<file path="config.mk">
export PLATFORM = sky130hd
export DESIGN_NAME = hazard_stall_controller_flat
export DESIGN_NICKNAME = d
export VERILOG_FILES = /design/src/rtl/hazard_stall_controller_if.sv /design/src/rtl/hazard_stall_controller.sv /design/src/flat_wrapper.sv
export SDC_FILE = /design/constraint.sdc
export NUM_CORES = 1
export LEC_CHECK = 0
export ABC_AREA = 0
export BUFFER_PORTS_ARGS = -buffer_cell sky130_fd_sc_hd__buf_4
export CAP_MARGIN = 20
export CORE_MARGIN = 2
export CORE_UTILIZATION = 40
export CTS_CLUSTER_DIAMETER = 120
export DETAILED_ROUTE_END_ITERATION = 12
export GPL_TIMING_DRIVEN = 0
export HOLD_SLACK_MARGIN = 0.12
export RECOVER_POWER = 100
export SLEW_MARGIN = 20
export SYNTH_ARGS = -nofsm -noshare
export SYNTH_HDL_FRONTEND = slang
export SYNTH_SLANG_ARGS = --single-unit
</file>
<file path="constraint.sdc">
create_clock -name clk -period 6.1 [get_ports clk]
set_input_delay 0.305 -clock clk [delete_from_list [all_inputs] [get_ports clk]]
set_output_delay 0.305 -clock clk [all_outputs]
set_load 0.01 [all_outputs]
</file>
<file path="src/rtl/hazard_stall_controller_if.sv">
// Control bundle between the ID/EX pipeline and the hazard/stall controller.
// The controller sits on the slave side; the pipeline drives the master side.
interface hazard_stall_controller_if #(
    parameter int unsigned CNT_W = 32
);
    logic [4:0]       rs1_ID;
    logic [4:0]       rs2_ID;
    logic             use_rs1_ID;
    logic             use_rs2_ID;
    logic [4:0]       rd_EX;
    logic             MemRead_EX;
    logic             branch_taken_EX;
    logic             mdu_start_EX;
    logic             mdu_done;
    logic             stall_pc;
    logic             stall_if_id;
    logic             stall_id_ex;
    logic             flush_if_id;
    logic             flush_id_ex;
    logic             bubble_ex_mem;
    logic             mdu_busy;
    logic             mdu_timeout;
    logic [CNT_W-1:0] stall_count;
    logic [CNT_W-1:0] flush_count;

    modport master (
        output rs1_ID, rs2_ID, use_rs1_ID, use_rs2_ID, rd_EX, MemRead_EX,
               branch_taken_EX, mdu_start_EX, mdu_done,
        input  stall_pc, stall_if_id, stall_id_ex, flush_if_id, flush_id_ex,
               bubble_ex_mem, mdu_busy, mdu_timeout, stall_count, flush_count
    );

    modport slave (
        input  rs1_ID, rs2_ID, use_rs1_ID, use_rs2_ID, rd_EX, MemRead_EX,
               branch_taken_EX, mdu_start_EX, mdu_done,
        output stall_pc, stall_if_id, stall_id_ex, flush_if_id, flush_id_ex,
               bubble_ex_mem, mdu_busy, mdu_timeout, stall_count, flush_count
    );
endinterface

</file>
<file path="src/rtl/hazard_stall_controller.sv">
// Load-use bubble insertion, MDU front-end freeze with timeout, branch squash,
// and saturating stall/flush performance counters for the 5-stage core.
module hazard_stall_controller #(
    parameter int unsigned MDU_TIMEOUT = 64,
    parameter int unsigned CNT_W       = 32
) (
    input logic                     clk,
    input logic                     rst,
    hazard_stall_controller_if.slave hz
);
    localparam int unsigned WAIT_W = $clog2(MDU_TIMEOUT + 1);
    localparam logic [WAIT_W-1:0] WAIT_MAX = WAIT_W'(MDU_TIMEOUT);

    typedef enum logic [1:0] {
        RUN      = 2'b00,
        MDU_BUSY = 2'b01
    } state_e;

    state_e             state_q, state_d;
    logic [WAIT_W-1:0]  wait_q, wait_d;
    logic [CNT_W-1:0]   stall_cnt_q, stall_cnt_d;
    logic [CNT_W-1:0]   flush_cnt_q, flush_cnt_d;

    logic load_use;
    logic stall_pc, stall_if_id, stall_id_ex;
    logic flush_if_id, flush_id_ex, bubble_ex_mem, mdu_timeout;

    // x0 is hardwired zero, so a load targeting it never creates a dependency
    always_comb begin
        load_use = hz.MemRead_EX && (hz.rd_EX != 5'd0) &&
                   ((hz.use_rs1_ID && (hz.rd_EX == hz.rs1_ID)) ||
                    (hz.use_rs2_ID && (hz.rd_EX == hz.rs2_ID)));
    end

    always_comb begin
        state_d       = state_q;
        wait_d        = wait_q;
        stall_pc      = 1'b0;
        stall_if_id   = 1'b0;
        stall_id_ex   = 1'b0;
        flush_if_id   = 1'b0;
        flush_id_ex   = 1'b0;
        bubble_ex_mem = 1'b0;
        mdu_timeout   = 1'b0;

        if (rst) begin
            state_d = RUN;
            wait_d  = '0;
        end else begin
            case (state_q)
                RUN: begin
                    if (hz.mdu_start_EX) begin
                        if (!hz.mdu_done) begin
                            stall_pc      = 1'b1;
                            stall_if_id   = 1'b1;
                            stall_id_ex   = 1'b1;
                            bubble_ex_mem = 1'b1;
                            state_d       = MDU_BUSY;
                            wait_d        = WAIT_W'(1);
                        end
                    end else if (hz.branch_taken_EX) begin
                        // the load-use consumer is squashed, so no stall needed
                        flush_if_id = 1'b1;
                        flush_id_ex = 1'b1;
                    end else if (load_use) begin
                        stall_pc    = 1'b1;
                        stall_if_id = 1'b1;
                        flush_id_ex = 1'b1;
                    end
                end
                MDU_BUSY: begin
                    if (hz.mdu_done) begin
                        state_d = RUN;
                        wait_d  = '0;
                    end else if (wait_q < WAIT_MAX) begin
                        stall_pc      = 1'b1;
                        stall_if_id   = 1'b1;
                        stall_id_ex   = 1'b1;
                        bubble_ex_mem = 1'b1;
                        wait_d        = wait_q + WAIT_W'(1);
                    end else begin
                        mdu_timeout = 1'b1;
                        state_d     = RUN;
                        wait_d      = '0;
                    end
                end
                default: begin
                    state_d = RUN;
                    wait_d  = '0;
                end
            endcase
        end
    end

    always_comb begin
        stall_cnt_d = stall_cnt_q;
        flush_cnt_d = flush_cnt_q;
        if (rst) begin
            stall_cnt_d = '0;
            flush_cnt_d = '0;
        end else begin
            if (stall_pc && (stall_cnt_q != '1)) begin
                stall_cnt_d = stall_cnt_q + CNT_W'(1);
            end
            if (flush_if_id && (flush_cnt_q != '1)) begin
                flush_cnt_d = flush_cnt_q + CNT_W'(1);
            end
        end
    end

    always_ff @(posedge clk) begin
        state_q     <= state_d;
        wait_q      <= wait_d;
        stall_cnt_q <= stall_cnt_d;
        flush_cnt_q <= flush_cnt_d;
    end

    always_comb begin
        hz.stall_pc      = stall_pc;
        hz.stall_if_id   = stall_if_id;
        hz.stall_id_ex   = stall_id_ex;
        hz.flush_if_id   = flush_if_id;
        hz.flush_id_ex   = flush_id_ex;
        hz.bubble_ex_mem = bubble_ex_mem;
        hz.mdu_timeout   = mdu_timeout;
        hz.mdu_busy      = (state_q == MDU_BUSY);
        hz.stall_count   = stall_cnt_q;
        hz.flush_count   = flush_cnt_q;
    end
endmodule

</file>
<file path="src/flat_wrapper.sv">
// flat-port wrapper written by rule: the top's interface ports become plain ports
module hazard_stall_controller_flat 
#(
    parameter int unsigned MDU_TIMEOUT = 64,
    parameter int unsigned CNT_W       = 32
)
  (clk, rst, hz_rs1_ID, hz_rs2_ID, hz_use_rs1_ID, hz_use_rs2_ID, hz_rd_EX, hz_MemRead_EX, hz_branch_taken_EX, hz_mdu_start_EX, hz_mdu_done, hz_stall_pc, hz_stall_if_id, hz_stall_id_ex, hz_flush_if_id, hz_flush_id_ex, hz_bubble_ex_mem, hz_mdu_busy, hz_mdu_timeout, hz_stall_count, hz_flush_count);
  hazard_stall_controller_if #(.CNT_W(CNT_W)) hz_i ();
  input logic clk;
  input logic rst;
  input wire logic [$bits(hz_i.rs1_ID)-1:0] hz_rs1_ID;
  input wire logic [$bits(hz_i.rs2_ID)-1:0] hz_rs2_ID;
  input wire logic [$bits(hz_i.use_rs1_ID)-1:0] hz_use_rs1_ID;
  input wire logic [$bits(hz_i.use_rs2_ID)-1:0] hz_use_rs2_ID;
  input wire logic [$bits(hz_i.rd_EX)-1:0] hz_rd_EX;
  input wire logic [$bits(hz_i.MemRead_EX)-1:0] hz_MemRead_EX;
  input wire logic [$bits(hz_i.branch_taken_EX)-1:0] hz_branch_taken_EX;
  input wire logic [$bits(hz_i.mdu_start_EX)-1:0] hz_mdu_start_EX;
  input wire logic [$bits(hz_i.mdu_done)-1:0] hz_mdu_done;
  output wire logic [$bits(hz_i.stall_pc)-1:0] hz_stall_pc;
  output wire logic [$bits(hz_i.stall_if_id)-1:0] hz_stall_if_id;
  output wire logic [$bits(hz_i.stall_id_ex)-1:0] hz_stall_id_ex;
  output wire logic [$bits(hz_i.flush_if_id)-1:0] hz_flush_if_id;
  output wire logic [$bits(hz_i.flush_id_ex)-1:0] hz_flush_id_ex;
  output wire logic [$bits(hz_i.bubble_ex_mem)-1:0] hz_bubble_ex_mem;
  output wire logic [$bits(hz_i.mdu_busy)-1:0] hz_mdu_busy;
  output wire logic [$bits(hz_i.mdu_timeout)-1:0] hz_mdu_timeout;
  output wire logic [$bits(hz_i.stall_count)-1:0] hz_stall_count;
  output wire logic [$bits(hz_i.flush_count)-1:0] hz_flush_count;
  assign hz_i.rs1_ID = hz_rs1_ID;
  assign hz_i.rs2_ID = hz_rs2_ID;
  assign hz_i.use_rs1_ID = hz_use_rs1_ID;
  assign hz_i.use_rs2_ID = hz_use_rs2_ID;
  assign hz_i.rd_EX = hz_rd_EX;
  assign hz_i.MemRead_EX = hz_MemRead_EX;
  assign hz_i.branch_taken_EX = hz_branch_taken_EX;
  assign hz_i.mdu_start_EX = hz_mdu_start_EX;
  assign hz_i.mdu_done = hz_mdu_done;
  assign hz_stall_pc = hz_i.stall_pc;
  assign hz_stall_if_id = hz_i.stall_if_id;
  assign hz_stall_id_ex = hz_i.stall_id_ex;
  assign hz_flush_if_id = hz_i.flush_if_id;
  assign hz_flush_id_ex = hz_i.flush_id_ex;
  assign hz_bubble_ex_mem = hz_i.bubble_ex_mem;
  assign hz_mdu_busy = hz_i.mdu_busy;
  assign hz_mdu_timeout = hz_i.mdu_timeout;
  assign hz_stall_count = hz_i.stall_count;
  assign hz_flush_count = hz_i.flush_count;
  hazard_stall_controller #(.MDU_TIMEOUT(MDU_TIMEOUT), .CNT_W(CNT_W)) u_core (.clk(clk), .rst(rst), .hz(hz_i));
endmodule
</file>
==> results.py <==
metrics = {
    "sta": {
        "min_period_ps": 3130,
        "fin_skew_ps": 10.3,
        "fin_ws_ps": 2970,
        "worst_pin_slew_ps": 934,
        "rsz0062_at_grt": "no",
        "fin_crit_sh_pct": 51.3,
        "setup_viol": 0,
        "fmaxAchievable_mhz": 320,
        "slew_violations": 0,
        "timing_hold_violations_final": 0,
        "slew_headroom_pct": 37.6,
        "finalSetupTns_ps": 0,
    },
    "place": {
        "place_ws_ps": 3480,
        "routabilityCongestion": 0.856,
        "port_buffers": 93,
        "hpwl_um": 7540,
    },
    "min_path": {
        "hp-class": "in -> reg",
        "min_from": "hz_mdu_done",
    },
    "die": {
        "die-area_um2": 10100,
        "die_y_um": 100,
        "fp.dieW_um": 100,
        "io_pins": 95,
        "core-area_um2": 9110,
        "initial_core_util_pct": 40.8,
        "rows": 35,
    },
    "power_and_ir_drop": {
        "p_per_area_nw_per_um2": 224,
        "leakagePower_nw": 1.42,
        "ir_worst_vdd_mv": 0.111,
    },
    "synth": {
        "synth.distinct_cells": 44,
        "ys.warnings.count": 0,
        "ys_seq_area_share_pct": 38.8,
        "synth_top_area_share_pct": 38.8,
        "syn_inst": 461,
        "synth_common_cells": "dfxtp_1 (72), a21oi_1 (40), nor2_1 (37)",
        "synth_edf_count": 0,
        "synth_most_common_cell": "dfxtp_1",
        "postSynthAreaPerCell_um2": 8.05,
        "synthFlopType": "dfxtp_1",
        "syn_nets": 487,
        "synthArstFlopShare_pct": 0,
        "netlist_area_um2": 3710,
        "synth_area_leaders": "dfxtp_1 (39%), a21oi_1 (5.4%), nand4_1 (4.7%)",
        "yosys.area.top_type": "dfxtp_1",
        "ys_ff_latch": 72,
    },
    "finish": {
        "num-nets-final": 591,
        "fillCellCount": 959,
        "n_antenna_cell": 0,
        "final_util_pct": 49.7,
        "syn2layout_area_growth_pct": 21.9,
        "drive_gt1_share_pct": 7.54,
    },
    "detailed_routing": {
        "drtPass1Iterations": 4,
        "num_vias": 3850,
        "wire_per_inst_um": 15.3,
        "drc": 0,
        "antenna_left": 0,
        "wirelength_um": 10400,
        "avgViaCountPerCell": 5.65,
        "drtIter0Drc": 149,
    },
    "clocking": {
        "cts_buffers": 9,
        "cts_root_buffer": "clkbuf_8",
        "htree_num_levels": 3,
        "insertion_delay_ps": 340,
        "cts.sinks": 72,
        "cts_buffer_depth": 2,
        "ctsHoldBuffers": 0,
        "clk_pin_slew_ps": 80,
        "cts_setup_buffers": 0,
        "cts_resized": 0,
        "cts_tree": "done",
    },
    "global_routing": {
        "grt_max_degree": 13,
        "grt_pass1_wl_um": 17400,
        "grt-ovfl-total": 0,
        "grt_usage_pct": 21.5,
        "antenna_found_initial": 0,
        "grt_pass1_vias": 3612,
    },
    "outcome": {
        "status": "finished, final reports clean",
    },
    "worst_setup_path": {
        "crit_fanout": 10,
        "max_stage_delay_ps": 500,
        "reg2reg_to": "u_core.hz.stall_count[21]$_SDFFE_PP0P_",
        "rr_worst_depth": 8,
        "r2r_setup_slack_ps": 2970,
        "cp_slowest_cell": "nor4bb_1",
        "endpoint_kind": "flop",
        "arrival_ps": 3390,
        "cp_cell_sequence": "and4_1 -> nor4bb_1 -> nand2_1 -> a22oi_1 -> clkbuf_1 -> clkbuf_1 -> o31ai_1 -> a21oi_1",
        "cp.required_ps": 6360,
        "cpMostUsedCell": "clkbuf_1",
        "endpoint": "u_core.hz.stall_count[21]$_SDFFE_PP0P_",
        "timing.rr.start": "u_core.hz.stall_count[18]$_SDFFE_PP0P_",
        "crit_type": "reg -> reg",
        "setup.worst_path.start": "u_core.hz.stall_count[18]$_SDFFE_PP0P_",
        "startpoint_type": "flop",
    },
    "flow_run": {
        "cap_violations": 0,
    },
}
==> cells by family after synthesis <==
family / Yosys count / synth area share (%)
adder cells (fa/ha/maj): 3 / 1.01
flip-flops: 72 / 38.8
AND/OR/NAND/NOR: 218 / 32.1
buffers and inverters: 36 / 4.04
multiplexers: 4 / 1.15
XOR/XNOR: 32 / 7.55
AO/OA/AOI/OAI: 96 / 15.4
==> flip-flops by register name, indices dropped and copies added (netlist names) <==
name,flops
u_core.hz.flush_count,32
u_core.state_q,1
u_core.wait_q,7
u_core.hz.stall_count,32
==> through the flow <==
step	area (µm²)	std cells	hold slack, ps	power (mW)
after global routing	4530	681	361	1.06
after global placement	4550	665	479	0.556
after floorplan	3710	461	452	0.523
final	4530	681	367	1.02
after detailed placement	4550	665	478	0.556
after CTS	4800	681	352	1.03
==> final cells by class <==
| cell class | instances | area, µm² | area share [%] |
|---|---|---|---|
| sequential | 72 | 1440 | 31.8 |
| timing repair buffer | 93 | 432 | 9.54 |
| buffer | 25 | 103 | 2.27 |
| tap | 111 | 139 | 3.07 |
| clock inverter | 4 | 98.8 | 2.18 |
| clock buffer | 12 | 155 | 3.43 |
| multi-input combinational | 353 | 2120 | 46.8 |
| inverter | 11 | 41.3 | 0.912 |
==> report_power, final <==
group,switching (mW),internal [mW]
clock,0.179,0.296
sequential,0.00361,0.472
combinational,0.0402,0.0250
total,0.223,0.793
==> metal layers <==
| layer | routed length (µm) | share of wire, % | global-route usage, % | up-vias |
|---|---|---|---|---|
| met5 | 0 | 0 | 0 | - |
| li1 | - | - | - | 1918 |
| met2 | 5110 | 49 | 36.4 | 106 |
| met3 | 491 | 4.7 | 3.90 | 13 |
| met1 | 4710 | 45 | 27.4 | 1813 |
| met4 | 125 | 1.2 | 7.59 | 0 |
==> how the worst min path moves through the flow <==
stage / endpoint / depth (start not counted) / slack (ps)
3_3_place_gp: u_core.wait_q[6]$_SDFFE_PP0P_ / 2 / 480
6_report: u_core.state_q[0]$_SDFFE_PP0P_ / 3 / 370
2_1_floorplan: u_core.wait_q[5]$_SDFFE_PP0P_ / 1 / 450
3_5_place_dp: u_core.wait_q[6]$_SDFFE_PP0P_ / 2 / 480
4_1_cts: u_core.state_q[0]$_SDFFE_PP0P_ / 3 / 350
5_1_grt: u_core.state_q[0]$_SDFFE_PP0P_ / 3 / 360
==> worst max-delay path: cells and delay by family, from the launching register on <==
kind | cells | cell delay (ps)
AO/OA/AOI/OAI | 3 | 760
flip-flops | 1 | 450
AND/OR/NAND/NOR | 3 | 940
buffers and inverters | 2 | 900
==> layout by cell type (no fill, tap or decap), types with 3 or more instances in the layout <==
cell type  count
nor2b_1        5
dfxtp_1       72
nor4_1         5
nand3_1       30
a311oi_1       3
buf_4         24
ha_1           3
nor3_1        13
a21oi_1       40
nor2_1        37
and3_1         7
nand3b_1       3
o31ai_1       12
clkbuf_1      93
nand2_1       35
clkbuf_8      11
xor2_1        12
bufinv_16      3
or3_1         24
or4_1         15
and4_1         7
inv_1         11
o21ai_0       27
xnor2_1       20
nand4_1       28
nor3b_1        3
Power figures use the tool's default switching activity.
